===== src/rtl/uart_pkg.sv =====
// Shared UART types and helpers: receiver state encoding, parity modes and
// the bit-clock divider calculation reused by the receiver and transmitter.
package uart_pkg;

  typedef enum logic [2:0] {
    ST_IDLE,
    ST_START,
    ST_DATA,
    ST_PARITY,
    ST_STOP,
    ST_DONE
  } uart_rx_state_t;

  localparam logic [1:0] PAR_NONE = 2'b00;
  localparam logic [1:0] PAR_EVEN = 2'b01;
  localparam logic [1:0] PAR_ODD  = 2'b10;

  function automatic int div_calc(input int freq, input int baud, input int os);
    return freq / (baud * os);
  endfunction

endpackage


===== src/rtl/uart_tick_gen.sv =====
// Oversample tick generator: one-clk tick every DIV clocks, held at zero
// while clear is high so the first tick lands DIV clocks after release.
module uart_tick_gen #(
  parameter int DIV = 10
) (
  input  logic clk,
  input  logic reset_n,
  input  logic clear,
  output logic tick
);

  localparam int CW = (DIV > 1) ? $clog2(DIV) : 1;
  localparam logic [CW-1:0] LAST = CW'(DIV - 1);

  logic [CW-1:0] cnt;

  assign tick = !clear && (cnt == LAST);

  always_ff @(posedge clk or negedge reset_n) begin
    if (!reset_n) begin
      cnt <= '0;
    end else if (clear || cnt == LAST) begin
      cnt <= '0;
    end else begin
      cnt <= cnt + CW'(1);
    end
  end

endmodule


===== src/rtl/uart_rx_param.sv =====
// Parametrised UART receiver with 3-sample majority voting, runtime parity,
// 1/2 stop bits, error/break reporting and a one-entry valid/ready holding register.
module uart_rx_param
  import uart_pkg::*;
#(
  parameter int FREQUENCY  = 10000000,
  parameter int BAUD_RATE  = 9600,
  parameter int OVERSAMPLE = 16,
  parameter int DATA_BITS  = 8,
  parameter int STOP_BITS  = 1
) (
  input  logic                 clk,
  input  logic                 reset_n,
  input  logic                 rx_serial,
  input  logic [1:0]           parity_mode,
  output logic [DATA_BITS-1:0] rx_data,
  output logic                 rx_valid,
  input  logic                 rx_ready,
  output logic                 rx_parity_err,
  output logic                 rx_frame_err,
  output logic                 rx_break,
  output logic                 rx_overrun
);

  localparam int DIV = div_calc(FREQUENCY, BAUD_RATE, OVERSAMPLE);
  localparam int OW  = $clog2(OVERSAMPLE);
  localparam int BW  = (DATA_BITS > 1) ? $clog2(DATA_BITS) : 1;
  localparam logic [OW-1:0] SAMP0    = OW'(OVERSAMPLE / 2 - 1);
  localparam logic [OW-1:0] SAMP1    = OW'(OVERSAMPLE / 2);
  localparam logic [OW-1:0] SAMP2    = OW'(OVERSAMPLE / 2 + 1);
  localparam logic [OW-1:0] OS_LAST  = OW'(OVERSAMPLE - 1);
  localparam logic [BW-1:0] BIT_LAST = BW'(DATA_BITS - 1);

  function automatic logic maj3(input logic a, input logic b, input logic c);
    return (a & b) | (a & c) | (b & c);
  endfunction

  uart_rx_state_t       state;
  logic                 sync_p0, s;
  logic                 armed;
  logic [OW-1:0]        os_cnt;
  logic [BW-1:0]        bit_idx;
  logic                 samp0, samp1, bit_val;
  logic [DATA_BITS-1:0] shreg;
  logic [1:0]           par_mode_r;
  logic                 par_bit, par_err_r, frame_err_r, stop_cnt;
  logic                 tick, mid, bit_end, live_maj, par_en;

  uart_tick_gen #(.DIV(DIV)) u_tick (
    .clk     (clk),
    .reset_n (reset_n),
    .clear   (state == ST_IDLE),
    .tick    (tick)
  );

  // Third vote uses the live sample so STOP can exit on the mid-sample tick.
  assign live_maj = maj3(samp0, samp1, s);
  assign mid      = tick && (os_cnt == SAMP2);
  assign bit_end  = tick && (os_cnt == OS_LAST);
  assign par_en   = (par_mode_r == PAR_EVEN) || (par_mode_r == PAR_ODD);

  always_ff @(posedge clk or negedge reset_n) begin
    if (!reset_n) begin
      sync_p0       <= 1'b1;
      s             <= 1'b1;
      state         <= ST_IDLE;
      armed         <= 1'b0;
      os_cnt        <= '0;
      bit_idx       <= '0;
      samp0         <= 1'b1;
      samp1         <= 1'b1;
      bit_val       <= 1'b1;
      shreg         <= '0;
      par_mode_r    <= PAR_NONE;
      par_bit       <= 1'b0;
      par_err_r     <= 1'b0;
      frame_err_r   <= 1'b0;
      stop_cnt      <= 1'b0;
      rx_data       <= '0;
      rx_valid      <= 1'b0;
      rx_parity_err <= 1'b0;
      rx_frame_err  <= 1'b0;
      rx_break      <= 1'b0;
      rx_overrun    <= 1'b0;
    end else begin
      sync_p0    <= rx_serial;
      s          <= sync_p0;
      rx_overrun <= 1'b0;
      if (tick) begin
        os_cnt <= (os_cnt == OS_LAST) ? '0 : os_cnt + OW'(1);
        if (os_cnt == SAMP0) samp0 <= s;
        if (os_cnt == SAMP1) samp1 <= s;
        if (os_cnt == SAMP2) bit_val <= live_maj;
      end
      if (rx_valid && rx_ready) rx_valid <= 1'b0;
      case (state)
        ST_IDLE: begin
          os_cnt   <= '0;
          bit_idx  <= '0;
          stop_cnt <= 1'b0;
          // A line stuck low must go high once before another frame is armed.
          if (s) begin
            armed <= 1'b1;
          end else if (armed) begin
            armed       <= 1'b0;
            par_mode_r  <= parity_mode;
            par_bit     <= 1'b0;
            par_err_r   <= 1'b0;
            frame_err_r <= 1'b0;
            state       <= ST_START;
          end
        end
        ST_START: if (bit_end) state <= bit_val ? ST_IDLE : ST_DATA;
        ST_DATA: if (bit_end) begin
          shreg <= {bit_val, shreg[DATA_BITS-1:1]};
          if (bit_idx == BIT_LAST) state <= par_en ? ST_PARITY : ST_STOP;
          else bit_idx <= bit_idx + BW'(1);
        end
        ST_PARITY: if (bit_end) begin
          par_bit   <= bit_val;
          par_err_r <= ((^shreg) ^ bit_val) != (par_mode_r == PAR_ODD);
          state     <= ST_STOP;
        end
        ST_STOP: if (mid) begin
          if (!live_maj) frame_err_r <= 1'b1;
          if (STOP_BITS == 1 || stop_cnt) state <= ST_DONE;
          else stop_cnt <= 1'b1;
        end
        ST_DONE: begin
          if (!rx_valid || rx_ready) begin
            rx_data       <= shreg;
            rx_parity_err <= par_err_r;
            rx_frame_err  <= frame_err_r;
            rx_break      <= (shreg == '0) && !(par_en && par_bit) && frame_err_r;
            rx_valid      <= 1'b1;
          end else begin
            rx_overrun <= 1'b1;
          end
          state <= ST_IDLE;
        end
        default: state <= ST_IDLE;
      endcase
    end
  end

endmodule


===== config.mk =====
export PLATFORM = sky130hd
export DESIGN_NAME = uart_rx_param
export DESIGN_NICKNAME = d
export VERILOG_FILES = /design/src/rtl/uart_pkg.sv /design/src/rtl/uart_tick_gen.sv /design/src/rtl/uart_rx_param.sv
export SDC_FILE = /design/constraint.sdc
export NUM_CORES = 1
export LEC_CHECK = 0
export ABC_AREA = 1
export CORE_MARGIN = 5
export CORE_UTILIZATION = 40
export CTS_CLUSTER_DIAMETER = 80
export DETAILED_ROUTE_END_ITERATION = 6
export GPL_TIMING_DRIVEN = 0
export SETUP_SLACK_MARGIN = 0.05
export SYNTH_ARGS = -nofsm -noshare
export SYNTH_HDL_FRONTEND = slang
export SYNTH_SLANG_ARGS = --single-unit

===== constraint.sdc =====
create_clock -name clk -period 1.8 [get_ports clk]
set_clock_uncertainty 0.2 [all_clocks]
set_input_delay 0.54 -clock clk [delete_from_list [all_inputs] [get_ports clk]]
set_output_delay 0.54 -clock clk [all_outputs]
set_load 0.02 [all_outputs]

# ---- Word level (Yosys, flattened, before mapping)
# Index checks and enable logic that the tools add are counted.
dict set report word_totals {
  regBits 49
  latchBits 0
  ram_bits 0
  mem_bits_ro 0
  inputBits 6
  out_inout_bits 13
  wordCells 116
  mem_count 0
}
dict set report classes {
  add_sub_neg 3
  n_mul 0
  div_mod_pow 0
  magnitude_cmp 0
  n_eq_ne 23
  shift 0
  mux 32
  n_bitwise 7
  reduce_logical 30
}
# operator n
set op_table {}
lappend op_table {{$mux 3} 10}
lappend op_table {{$ne 2x2->1 const B} 9}
lappend op_table {{$pmux 3 s5} 1}
lappend op_table {{$eq 4x4->1 const B} 3}
lappend op_table {{$mux 1} 12}
lappend op_table {{$mux 4} 3}
lappend op_table {{$reduce_and 2->1} 5}
lappend op_table {{$eq 3x3->1 const B} 3}
lappend op_table {{$logic_not 8->1} 1}
lappend op_table {{$reduce_bool 2->1} 4}
lappend op_table {{$reduce_xor 8->1} 1}
lappend op_table {{$add 7x1->7 const B} 1}
lappend op_table {{$eq 7x7->1 const B} 1}
lappend op_table {{$logic_and 1x1->1} 7}
lappend op_table {{$mux 7} 1}
lappend op_table {{$reduce_and 7->1} 1}
lappend op_table {{$eq 3x2->1 const B} 2}
lappend op_table {{$pmux 1 s2} 3}
lappend op_table {{$pmux 3 s2} 1}
lappend op_table {{$reduce_and 3->1} 2}
lappend op_table {{$reduce_and 5->1} 1}
lappend op_table {{$add 4x1->4 const B} 1}
lappend op_table {{$eq 4x3->1 const B} 1}
lappend op_table {{$reduce_and 4->1} 1}
lappend op_table {{13 further kinds} 20}

# ---- Logic depth before layout (Yosys ltp)
# Gate-level depths: netlist of the first run.
dict set report logic_depth {
  word_depth 6
  mapped_depth 10
  depth_no_buf 10
}

# ---- Hierarchy
# From an unflattened synthesis of the first run, not the netlist that was laid out.
dict set report unflattened {
  hier_cells 313
  area_unflattened_um2 2541.2
}
# module n_inst cells_each area_each_um2 seq_area_each_um2
set by_module_without_submodules {}
lappend by_module_without_submodules {uart_rx_param 1 268 2158.3 1057.3}
lappend by_module_without_submodules {uart_tick_gen 1 45 382.9 175.2}

# ---- Worst setup path after synthesis of the first run
# Ideal clock, no wire load.
dict set report synth_timing {
  path_kind {register to register}
  from {reg os_cnt[0]}
  to {reg shreg[6]}
  setup_time_ps 121
  arrival_ps 1349
  required_ps 1479
  path_slack_ps 130
  stages_incl_launch_ff 10
  n_path_buf 1
  synth_period_minus_slack_ps 1670
  cell_sequence {dfrtp_1 ha_1 nand2_1 nor2_1 nand4_4 inv_2 nand2_4 buf_6 nand2_1 o21ai_2}
}
dict set report synth_via {
  elab_chain_len 3
}
# element line
set synth_lines {}
lappend synth_lines {{from (decl)} uart_rx_param.sv:41} ;# logic [OW-1:0] os_cnt;
lappend synth_lines {{from (signal assigned)} uart_rx_param.sv:90} ;# os_cnt <= (os_cnt == OS_LAST) ? '0 : os_cnt + OW'(1);
lappend synth_lines {{$eq 4x4->1} uart_rx_param.sv:59} ;# assign bit_end = tick && (os_cnt == OS_LAST);
lappend synth_lines {{$logic_and 1x1->1} uart_rx_param.sv:59}
lappend synth_lines {{$reduce_and 2->1 (no line)} n/a}
lappend synth_lines {{to (signal assigned)} uart_rx_param.sv:115} ;# shreg <= {bit_val, shreg[DATA_BITS-1:1]};
lappend synth_lines {{to (decl)} uart_rx_param.sv:44} ;# logic [DATA_BITS-1:0] shreg;
# Every way passes these cells.
# A chain may end at the register's enable or synchronous reset.

# ---- Worst setup path after layout of the first run
dict set report layout_timing {
  from {reg rx_overrun}
  to {out rx_overrun}
}
# element line
set layout_lines {}
lappend layout_lines {{from (decl)} uart_rx_param.sv:22} ;# output logic rx_overrun
lappend layout_lines {{from (signal assigned)} uart_rx_param.sv:84} ;# rx_overrun <= 1'b0;
lappend layout_lines {{from (signal assigned)} uart_rx_param.sv:88} ;# rx_overrun <= 1'b0;
lappend layout_lines {{from (signal assigned)} uart_rx_param.sv:137} ;# rx_overrun <= 1'b1;
# No word-level cell between the ends.

==> impl_metrics.py, run 1 <==
metrics = {
    "logic_synthesis": {
        "yosysWarningCount": 0,
        "async_flop_share_pct": 100,
        "synth_cell_type_count": 30,
        "mappedNetlistNets": 292,
        "synth_top_cell_by_area": "sky130_fd_sc_hd__dfrtp_1",
        "seq_area_frac_synth_pct": 50.4,
        "netlist_instances": 274,
        "synth-seq-cells": 49,
        "synth_enable_flop_cells": 0,
        "syn_avg_cell_area_um2": 8.92,
        "synth_top_area_share_pct": 45.1,
        "ys_dominant_reg_cell": "sky130_fd_sc_hd__dfrtp_1",
        "netlist_top_cells_area": "sky130_fd_sc_hd__dfrtp_1 45%, sky130_fd_sc_hd__nand2_1 10%, sky130_fd_sc_hd__ha_1 6.1%",
        "netlist_area_mm2": 0.00244,
    },
    "worst_setup_path": {
        "r2r_end": "shreg[5]",
        "worst_path_dominant_cell_family": "flip-flops",
        "crit_type": "register to output port",
        "reg2reg_from": "u_tick.cnt[1]",
        "regToRegSetupSlack_ns": 0.09,
        "arrival_ns": 0.99,
        "slowest_delay_ns": 0.37,
        "worstPathRequired_ns": 1.06,
        "slowest_stage": "sky130_fd_sc_hd__dfrtp_1",
        "critPathMaxFanout": 1,
        "cp.depth": 1,
        "worst-r2r-cell-count": 10,
        "crit_path_start": "rx_overrun",
        "path_cells": "dlygate4sd2_1",
        "sort_of_element_at_the_start_of_the_critical_path": "register",
        "category_of_the_worst_setup_path_capture_point": "output port",
        "capturing_instance_or_port_of_the_critical_path": "rx_overrun",
        "timing.critical_path.buf_inv": 1,
    },
    "place": {
        "numPlacedInstances": 368,
        "buffer_ports.inserted": 18,
        "hpwl_mm": 3.23,
        "place_congestion": 0.805,
        "dpl_worst_slack_ns": -0.197,
    },
    "finish": {
        "nNetsFinal": 327,
        "final_cell_count_no_fill": 385,
        "layout.cells.most_common_list": "63 x sky130_fd_sc_hd__nand2_1, 43 x sky130_fd_sc_hd__dfrtp_1, 30 x sky130_fd_sc_hd__inv_1",
        "nFillCells": 533,
        "layout.cells.most_common": "sky130_fd_sc_hd__nand2_1",
        "drive_gt1_share_pct": 27.4,
        "antenna-diode-count": 0,
        "fin_util_pct": 49.9,
        "area.growth.synth_to_final_pct": 20.9,
    },
    "floorplanning": {
        "start_util_pct": 41.3,
        "row_count": 28,
        "io-pin-count": 19,
        "core_region_area_mm2": 0.00592,
        "die_area_mm2": 0.00777,
        "die_width_um": 88.2,
        "height_of_the_die_um": 88.2,
    },
    "routing": {
        "drt_pass1_iterations": 4,
        "detail_route.vias_per_cell": 4.76,
        "final_antenna_net_count": 0,
        "vias": 1833,
        "route.final.wire_length_mm": 4.58,
        "detail_route.iter0.violations": 101,
        "drc": 0,
        "routedWlPerCell_um": 11.9,
    },
    "sta": {
        "fin_ws_ns": 0.0728,
        "hold_violations": 0,
        "report.final.setup_viol": 0,
        "post-route-period-util_pct": 96.0,
        "rsz0062_at_grt": "true",
        "finalWorstPathRequiredPeriod_ns": 1.73,
        "hold_slack_ns": 0.0181,
        "slew_at_the_pin_closest_to_its_max_slew_limit_ns": 0.575,
        "drv_slew": 0,
        "maxSlewHeadroom_pct": 61.7,
        "maxClockFrequency_ghz": 0.579,
    },
    "power_and_ir_drop": {
        "intPower_uw": 2200,
        "power_frac_clock_pct": 22.5,
        "worst_ir_drop_vdd_uv": 635,
        "power.leakage_uw": 0.00146,
        "seqPwrFrac_pct": 40.9,
        "p_sw_uw": 1360,
        "cellPowerDensity_mw_per_mm2": 1210,
        "comb_power_share_pct": 36.6,
        "power.switching_fraction_pct": 38.1,
    },
    "run": {
        "max_cap_viol_count": 0,
    },
    "global_routing": {
        "globalRouteOverflowTotal": 0,
        "global_route.peak_usage_layer": "met2",
        "antenna_found_initial": 0,
        "grt_pass1_wl_mm": 7.40,
        "gr-usage-met1_pct": 15.4,
        "first_global_vias": 1660,
        "global_route.usage.total_pct": 12.2,
        "met2_usage_pct": 20.5,
        "grt_max_degree": 26,
        "grtUsageMet3_pct": 3.10,
    },
    "clock_tree": {
        "tritoncts": "built",
        "clock_tree.htree_level_count": 2,
        "cts.root.buffer_cell": "sky130_fd_sc_hd__clkbuf_8",
        "tritoncts.num_buffers": 5,
        "clk-insertion-delay-late_ns": 0.31,
        "clk_pin_slew_ns": 0.10,
        "hold_buffer_count_at_cts": 0,
        "clock-sinks": 49,
        "clock_tree_buffer_depth": 2,
    },
    "min_path": {
        "worst_min_path_class": "input port to async pin",
    },
    "outcome": {
        "run_status": "finished, final reports clean",
    },
}
==> state kept, by name, indices dropped and copies added, names as in the netlist, 2 cells and up <==
signal	cells
bit_idx	3
os_cnt	4
par_mode_r	2
rx_data	8
shreg	8
state	3
u_tick.cnt	7
==> per-layer routing <==
layer,part of all wire [%],up-vias
met5,0,-
met4,1.3,0
met3,4.8,7
met2,48,28
met1,46,856
li1,-,942
==> cell type report <==
cell class	count	area, um^2	share of cell area (%)
sequential	49	1230	41.8
multi-input combinational	181	1100	37.2
timing repair buffer	28	229	7.75
inverter	42	158	5.34
tap	75	93.8	3.18
clock buffer	5	68.8	2.33
clock inverter	3	46.3	1.57
buffer	2	26.3	0.889
==> cell usage after synthesis, drive strengths merged, types with 2 or more instances <==
| master | n |
|---|---|
| nand2 | 70 |
| dfrtp | 44 |
| inv | 42 |
| o21ai | 33 |
| nor2 | 27 |
| nand3 | 13 |
| ha | 12 |
| a21oi | 7 |
| dfstp | 5 |
| nand4 | 4 |
| xor2 | 3 |
| buf | 2 |
| nor3 | 2 |
| xnor2 | 2 |
==> per-stage QoR <==
stage          TNS (ns)  total power (uW)  cell area [um^2]
6_report              0              3560              2950
5_1_grt         -0.0229              3800              2950
4_1_cts               0              3520              2890
3_5_place_dp      -1.80              2720              2730
3_3_place_gp     -73.35              2700              2720
2_1_floorplan         0              2300              2440
==> power by group through the flow <==
| stage | sequential (uW) | combinational [uW] | clock, uW |
|---|---|---|---|
| 2_1_floorplan | 1580 | 721 | 0 |
| 3_3_place_gp | 1470 | 1220 | 0 |
| 6_report | 1460 | 1300 | 803 |
| 5_1_grt | 1490 | 1450 | 866 |
| 3_5_place_dp | 1480 | 1240 | 0 |
| 4_1_cts | 1450 | 1240 | 828 |
==> what timing repair did <==
action / CTS / global route
pin swaps: 2 / 10
resized for setup: 29 / 33
gates cloned: 0 / 1
buffers inserted: 4 / 4
setup endpoints to repair: 31 / 32
==> worst min-delay path by stage <==
stage | from | end | cells past startpoint
after floorplan | reset_n | armed | 0
after global placement | sync_p0 | s | 0
after detailed placement | sync_p0 | s | 0
after CTS | reset_n | rx_frame_err | 1
after global routing | reset_n | par_err_r | 1
final | reset_n | par_bit | 1
==> logic make-up (layout without fill, tap and decap cells) <==
family,after synthesis,count (layout),share of synthesized area (%)
mux,1,1,0.461
simple gates,118,118,21.5
flops,49,49,50.4
fa+ha+maj,12,12,6.14
xor+xnor,5,5,1.79
compound gates,45,45,12.3
buf+inv,44,80,7.37
Note: power is estimated with default switching activity, not from simulation.
==> run 2, diff against run 1 <==
ABC_AREA = not set   (was 1)
==> impl_metrics.py, run 2 <==
metrics = {
    "sta": {
        "maxClockFrequency_ghz": 0.510,
        "hold_violations": 0,
        "slew_at_the_pin_closest_to_its_max_slew_limit_ns": 0.611,
        "drv_slew": 0,
        "post-route-period-util_pct": 109,
        "report.final.setup_viol": 23,
        "setup-tns-final_ns": -2.08,
        "rsz0062_at_grt": "true",
        "fin_ws_ns": -0.161,
        "finalWorstPathRequiredPeriod_ns": 1.96,
        "maxSlewHeadroom_pct": 59.0,
    },
    "logic_synthesis": {
        "yosysWarningCount": 0,
        "synth-seq-cells": 49,
        "synth_simple_gate_area_share_pct": 13.5,
        "synth_cell_type_count": 41,
        "mappedNetlistNets": 226,
        "compound_cell_area_share_of_the_yosys_netlist_pct": 5.14,
        "synthXorXnorAreaFrac_pct": 4.04,
        "synthMuxAreaShare_pct": 13.3,
        "main_combinational_cell_family_by_area_after_synthesis": "simple AND/OR/NAND/NOR gates",
        "synth_most_common_cell": "sky130_fd_sc_hd__dfrtp_1",
        "netlist_area_mm2": 0.00239,
        "synth_top_area_share_pct": 46.1,
        "netlist_instances": 208,
        "fraction_of_the_mapped_netlist_area_in_adder_cells_pct": 6.71,
        "ys_dominant_reg_cell": "sky130_fd_sc_hd__dfrtp_1",
        "synth_enable_flop_cells": 0,
        "netlist_top_cells_area": "sky130_fd_sc_hd__dfrtp_1 46%, sky130_fd_sc_hd__mux2_2 6.6%, sky130_fd_sc_hd__ha_1 6.3%",
        "synth_top_cell_by_area": "sky130_fd_sc_hd__dfrtp_1",
        "netlist_top_cells_count": "44 x sky130_fd_sc_hd__dfrtp_1, 20 x sky130_fd_sc_hd__inv_1, 16 x sky130_fd_sc_hd__nand2_1",
        "async_flop_share_pct": 100,
        "syn_avg_cell_area_um2": 11.5,
        "seq_area_frac_synth_pct": 51.7,
    },
    "finish": {
        "layout.cells.most_common": "sky130_fd_sc_hd__dfrtp_1",
        "layout.cells.most_common_list": "42 x sky130_fd_sc_hd__dfrtp_1, 20 x sky130_fd_sc_hd__inv_1, 16 x sky130_fd_sc_hd__buf_4",
        "area.growth.synth_to_final_pct": 29.7,
        "finalInstanceArea_mm2": 0.00310,
        "drive_gt1_share_pct": 35.4,
        "final_cell_count_no_fill": 329,
        "top_regs": "rx_data (8), shreg (8), u_tick.cnt (7)",
        "nNetsFinal": 272,
        "antenna-diode-count": 0,
    },
    "clock_tree": {
        "clock_tree.htree_level_count": 2,
        "tritoncts": "built",
        "clk_pin_slew_ns": 0.09,
        "hold_buffer_count_at_cts": 0,
        "clock-sinks": 49,
        "clock_tree_buffer_depth": 2,
        "tritoncts.num_buffers": 5,
        "cts.root.buffer_cell": "sky130_fd_sc_hd__clkbuf_8",
        "clk-insertion-delay-late_ns": 0.30,
    },
    "place": {
        "buffer_ports.inserted": 18,
        "post_dp_cell_area_mm2": 0.00269,
        "place_congestion": 0.764,
        "hpwl_mm": 3.10,
        "numPlacedInstances": 302,
    },
    "power_and_ir_drop": {
        "total_power_uw": 3300,
        "worst_ir_drop_vdd_uv": 680,
        "cellPowerDensity_mw_per_mm2": 1070,
        "power.leakage_uw": 0.00144,
    },
    "routing": {
        "routedWlPerCell_um": 14.5,
        "final_antenna_net_count": 0,
        "drt_pass1_iterations": 4,
        "detail_route.vias_per_cell": 4.90,
        "vias": 1611,
        "route.final.wire_length_mm": 4.76,
        "drc": 0,
        "detail_route.iter0.violations": 56,
    },
    "floorplanning": {
        "die_area_mm2": 0.00761,
        "start_util_pct": 40.8,
        "die_width_um": 87.2,
        "row_count": 28,
        "io-pin-count": 19,
        "core_region_area_mm2": 0.00585,
        "height_of_the_die_um": 87.2,
    },
    "worst_setup_path": {
        "category_of_the_worst_setup_path_capture_point": "register",
        "crit_type": "register to register",
        "worstPathRequired_ns": 1.81,
        "critPathMaxFanout": 8,
        "sort_of_element_at_the_start_of_the_critical_path": "register",
        "arrival_ns": 1.97,
    },
    "outcome": {
        "run_status": "finished, violations left",
        "violated_checks": "negative setup slack",
    },
    "global_routing": {
        "globalRouteOverflowTotal": 0,
        "grt_pass1_wl_mm": 7.92,
        "antenna_found_initial": 0,
        "grt_max_degree": 26,
        "first_global_vias": 1667,
        "global_route.usage.total_pct": 13.3,
    },
    "run": {
        "max_cap_viol_count": 0,
    },
    "min_path": {
        "worst_min_path_class": "input port to async pin",
    },
}
[run 2: final timing paths]
check | startpoint | to | slack [ns] | cells past startpoint
worst max-delay path | u_tick.cnt[4] | shreg[0] | -0.16 | 5
worst min-delay path | reset_n | rx_data[3] | 0.04 | 1
worst max register to register | u_tick.cnt[4] | shreg[0] | -0.16 | 5
max in group asynchronous | reset_n | samp0 | 0.74 | 2
min in group clk | sync_p0 | s | 0.16 | 0
worst min register to register | sync_p0 | s | 0.16 | 0
[run 2: per-layer routing]
layer / part of all wire, % / GRT usage [%] / wire [um] / vias to the layer above
met4: 0.73 / 3.35 / 35 / 0
met2: 53 / 22.4 / 2500 / 23
met1: 43 / 17.1 / 2050 / 788
met5: 0 / 0 / 0 / -
li1: - / - / - / 796
met3: 3.6 / 3.41 / 172 / 4
[run 2: layout make-up]
type / instances / area, um^2
inverter: 20 / 75.1
timing repair buffer: 43 / 368
clock buffer: 7 / 86.3
multi-input combinational: 131 / 1200
buffer: 4 / 37.5
sequential: 49 / 1230
fill: 516 / 2760
tap: 75 / 93.8
[run 2: power breakdown]
part           switching [uW]  internal (uW)  total (uW)
clock network             339            305         645
logic                     635            651        1290
registers                 112           1250        1370
total                    1090           2210        3300
[run 2: cells by family (layout without fill, tap and decap cells)]
logic type      Yosys count  count (layout)
xor+xnor                 11              11
simple gates             60              60
mux                      29              29
compound gates           18              18
flops                    49              49
buf+inv                  28              74
fa+ha+maj                13              13
[run 2: worst max-delay path, stage by stage (launching register included)]
cell and delay (ns):
sky130_fd_sc_hd__dfrtp_2 0.43, sky130_fd_sc_hd__nor4_4 0.41, sky130_fd_sc_hd__and2_4 0.25, sky130_fd_sc_hd__and4b_1 0.21, sky130_fd_sc_hd__buf_6 0.16, sky130_fd_sc_hd__mux2i_1 0.21
[run 2: metrics by stage]
step	util (%)	setup slack [ns]	hold slack (ns)
finish	52.9	-0.161	0.0388
global route	52.9	-0.243	0.0799
CTS	50.7	-0.228	0.0554
floorplan	-	-0.213	0.0444
detailed placement	46.0	-0.479	0.149
global placement	45.8	-1.50	0.146
[run 2: timing repair]
action	in CTS	in global routing
setup endpoints to repair	47	53
resized for setup	41	51
endpoints found under the hold margin	0	0
gates cloned	1	0
pin swaps	10	12
setup buffers	16	8
==> run 3, diff against run 2 <==
clock period = 1.6 ns   (was 1.8 ns; I/O delays follow)
==> impl_metrics.py, run 3 (synthesis results as in run 2) <==
metrics = {
    "sta": {
        "drv_slew": 0,
        "fin_ws_ns": -0.283,
        "hold_slack_ns": 0.158,
        "finalWorstPathRequiredPeriod_ns": 1.88,
        "slew_at_the_pin_closest_to_its_max_slew_limit_ns": 0.338,
        "report.final.setup_viol": 37,
        "setup-tns-final_ns": -6.59,
        "hold_violations": 0,
        "post-route-period-util_pct": 118,
        "rsz0062_at_grt": "true",
        "maxSlewHeadroom_pct": 77.4,
        "maxClockFrequency_ghz": 0.531,
    },
    "floorplanning": {
        "die_width_um": 87.2,
        "core_region_area_mm2": 0.00585,
        "height_of_the_die_um": 87.2,
        "io-pin-count": 19,
        "die_area_mm2": 0.00761,
        "row_count": 28,
        "start_util_pct": 40.8,
    },
    "min_path": {
        "hp-start": "sync_p0",
        "worst_min_path_class": "register to register",
    },
    "power_and_ir_drop": {
        "comb_power_share_pct": 38.9,
        "seqPwrFrac_pct": 39.1,
        "worst_ir_drop_vdd_uv": 541,
        "power.switching_fraction_pct": 32.3,
        "intPower_uw": 2680,
        "power.leakage_uw": 0.00149,
        "p_sw_uw": 1280,
        "power_frac_clock_pct": 21.9,
        "cellPowerDensity_mw_per_mm2": 1220,
    },
    "finish": {
        "nFillCells": 502,
        "area.growth.synth_to_final_pct": 35.6,
        "layout.cells.most_common_list": "43 x sky130_fd_sc_hd__dfrtp_1, 26 x sky130_fd_sc_hd__buf_4, 20 x sky130_fd_sc_hd__inv_1, 20 x sky130_fd_sc_hd__buf_6",
        "drive_gt1_share_pct": 40.1,
        "final_cell_count_no_fill": 337,
        "antenna-diode-count": 0,
        "layout.cells.most_common": "sky130_fd_sc_hd__dfrtp_1",
        "finalInstanceArea_mm2": 0.00324,
        "top_regs": "rx_data (8), shreg (8), u_tick.cnt (7)",
        "nNetsFinal": 280,
    },
    "routing": {
        "drc": 0,
        "routedWlPerCell_um": 13.6,
        "drt_pass1_iterations": 4,
        "vias": 1626,
        "route.final.wire_length_mm": 4.57,
        "detail_route.vias_per_cell": 4.82,
        "detail_route.iter0.violations": 58,
        "final_antenna_net_count": 0,
    },
    "global_routing": {
        "globalRouteOverflowTotal": 0,
        "global_route.usage.total_pct": 13.2,
        "first_global_vias": 1630,
        "grt_pass1_wl_mm": 7.82,
        "grt_max_degree": 31,
        "antenna_found_initial": 0,
    },
    "worst_setup_path": {
        "category_of_the_worst_setup_path_capture_point": "register",
        "worstPathRequired_ns": 1.61,
        "critPathMaxFanout": 3,
        "arrival_ns": 1.89,
        "sort_of_element_at_the_start_of_the_critical_path": "register",
        "crit_type": "register to register",
        "reg2reg_from": "u_tick.cnt[5]",
        "crit_path_start": "u_tick.cnt[5]",
    },
    "place": {
        "place_congestion": 0.778,
        "buffer_ports.inserted": 18,
        "dpl_worst_slack_ns": -0.505,
        "hpwl_mm": 2.97,
        "numPlacedInstances": 302,
        "post_dp_cell_area_mm2": 0.00274,
    },
    "clock_tree": {
        "clock_tree_buffer_depth": 2,
        "cts.root.buffer_cell": "sky130_fd_sc_hd__clkbuf_8",
        "clk-insertion-delay-late_ns": 0.31,
        "tritoncts": "built",
        "tritoncts.num_buffers": 5,
        "clock-sinks": 49,
        "clk_pin_slew_ns": 0.09,
        "clock_tree.htree_level_count": 2,
    },
    "outcome": {
        "run_status": "finished, violations left",
        "violated_checks": "negative setup slack",
    },
    "run": {
        "max_cap_viol_count": 0,
    },
}
run 3: path summary, 6_finish.rpt:
check	end	slack, ns	cells after the start
max in group asynchronous	samp1	0.24	3
worst min-delay path	s	0.16	0
worst min register to register	s	0.16	0
min in group asynchronous	rx_data[3]	0.41	2
worst max register to register	state[1]	-0.28	5
worst max-delay path	state[1]	-0.28	5
run 3: what timing repair did:
item                                    4_1_cts  5_1_grt
endpoints found under the hold margin        19        0
gates cloned                                  1        0
gates resized for setup                      75       43
buffers inserted                             20        9
pin swaps                                     7        4
hold buffers                                  1        0
endpoints found under the setup margin       58       62
run 3: per-layer routing:
metal	vias up	global-route usage, %	wire [um]
met2	19	22.0	2300
li1	814	-	-
met3	8	3.31	157
met5	-	0	0
met4	0	5.02	74
met1	785	16.5	2030
run 3: layout make-up:
| type | count | area [um^2] | area share [%] |
|---|---|---|---|
| Inverter | 20 | 75.1 | 2.32 |
| Multi-Input combinational cell | 131 | 1220 | 37.7 |
| Tap cell | 75 | 93.8 | 2.90 |
| Clock inverter | 2 | 35.0 | 1.08 |
| Clock buffer | 5 | 68.8 | 2.13 |
| Sequential cell | 49 | 1230 | 38.1 |
| Timing Repair Buffer | 50 | 458 | 14.2 |
| Buffer | 5 | 50.0 | 1.55 |
run 3: critical path: stages, from the launching register on:
cell and delay, ns:
sky130_fd_sc_hd__dfrtp_1 0.42, sky130_fd_sc_hd__nor4_4 0.34, sky130_fd_sc_hd__buf_4 0.17, sky130_fd_sc_hd__nand4_1 0.14, sky130_fd_sc_hd__a22o_1 0.31, sky130_fd_sc_hd__o41ai_2 0.21
run 3: through the flow:
step | utilization, % | power [uW]
3_3_place_gp | 46.6 | 2620
6_report | 55.3 | 3960
3_5_place_dp | 46.9 | 2630
2_1_floorplan | - | 2330
4_1_cts | 51.8 | 3780
5_1_grt | 55.3 | 4220
run 3: power groups by stage:
stage	clock, uW	sequential, uW	combinational [uW]
2_1_floorplan	0	1580	755
5_1_grt	957	1570	1690
6_report	868	1550	1540
3_5_place_dp	0	1560	1070
3_3_place_gp	0	1560	1060
4_1_cts	898	1530	1360
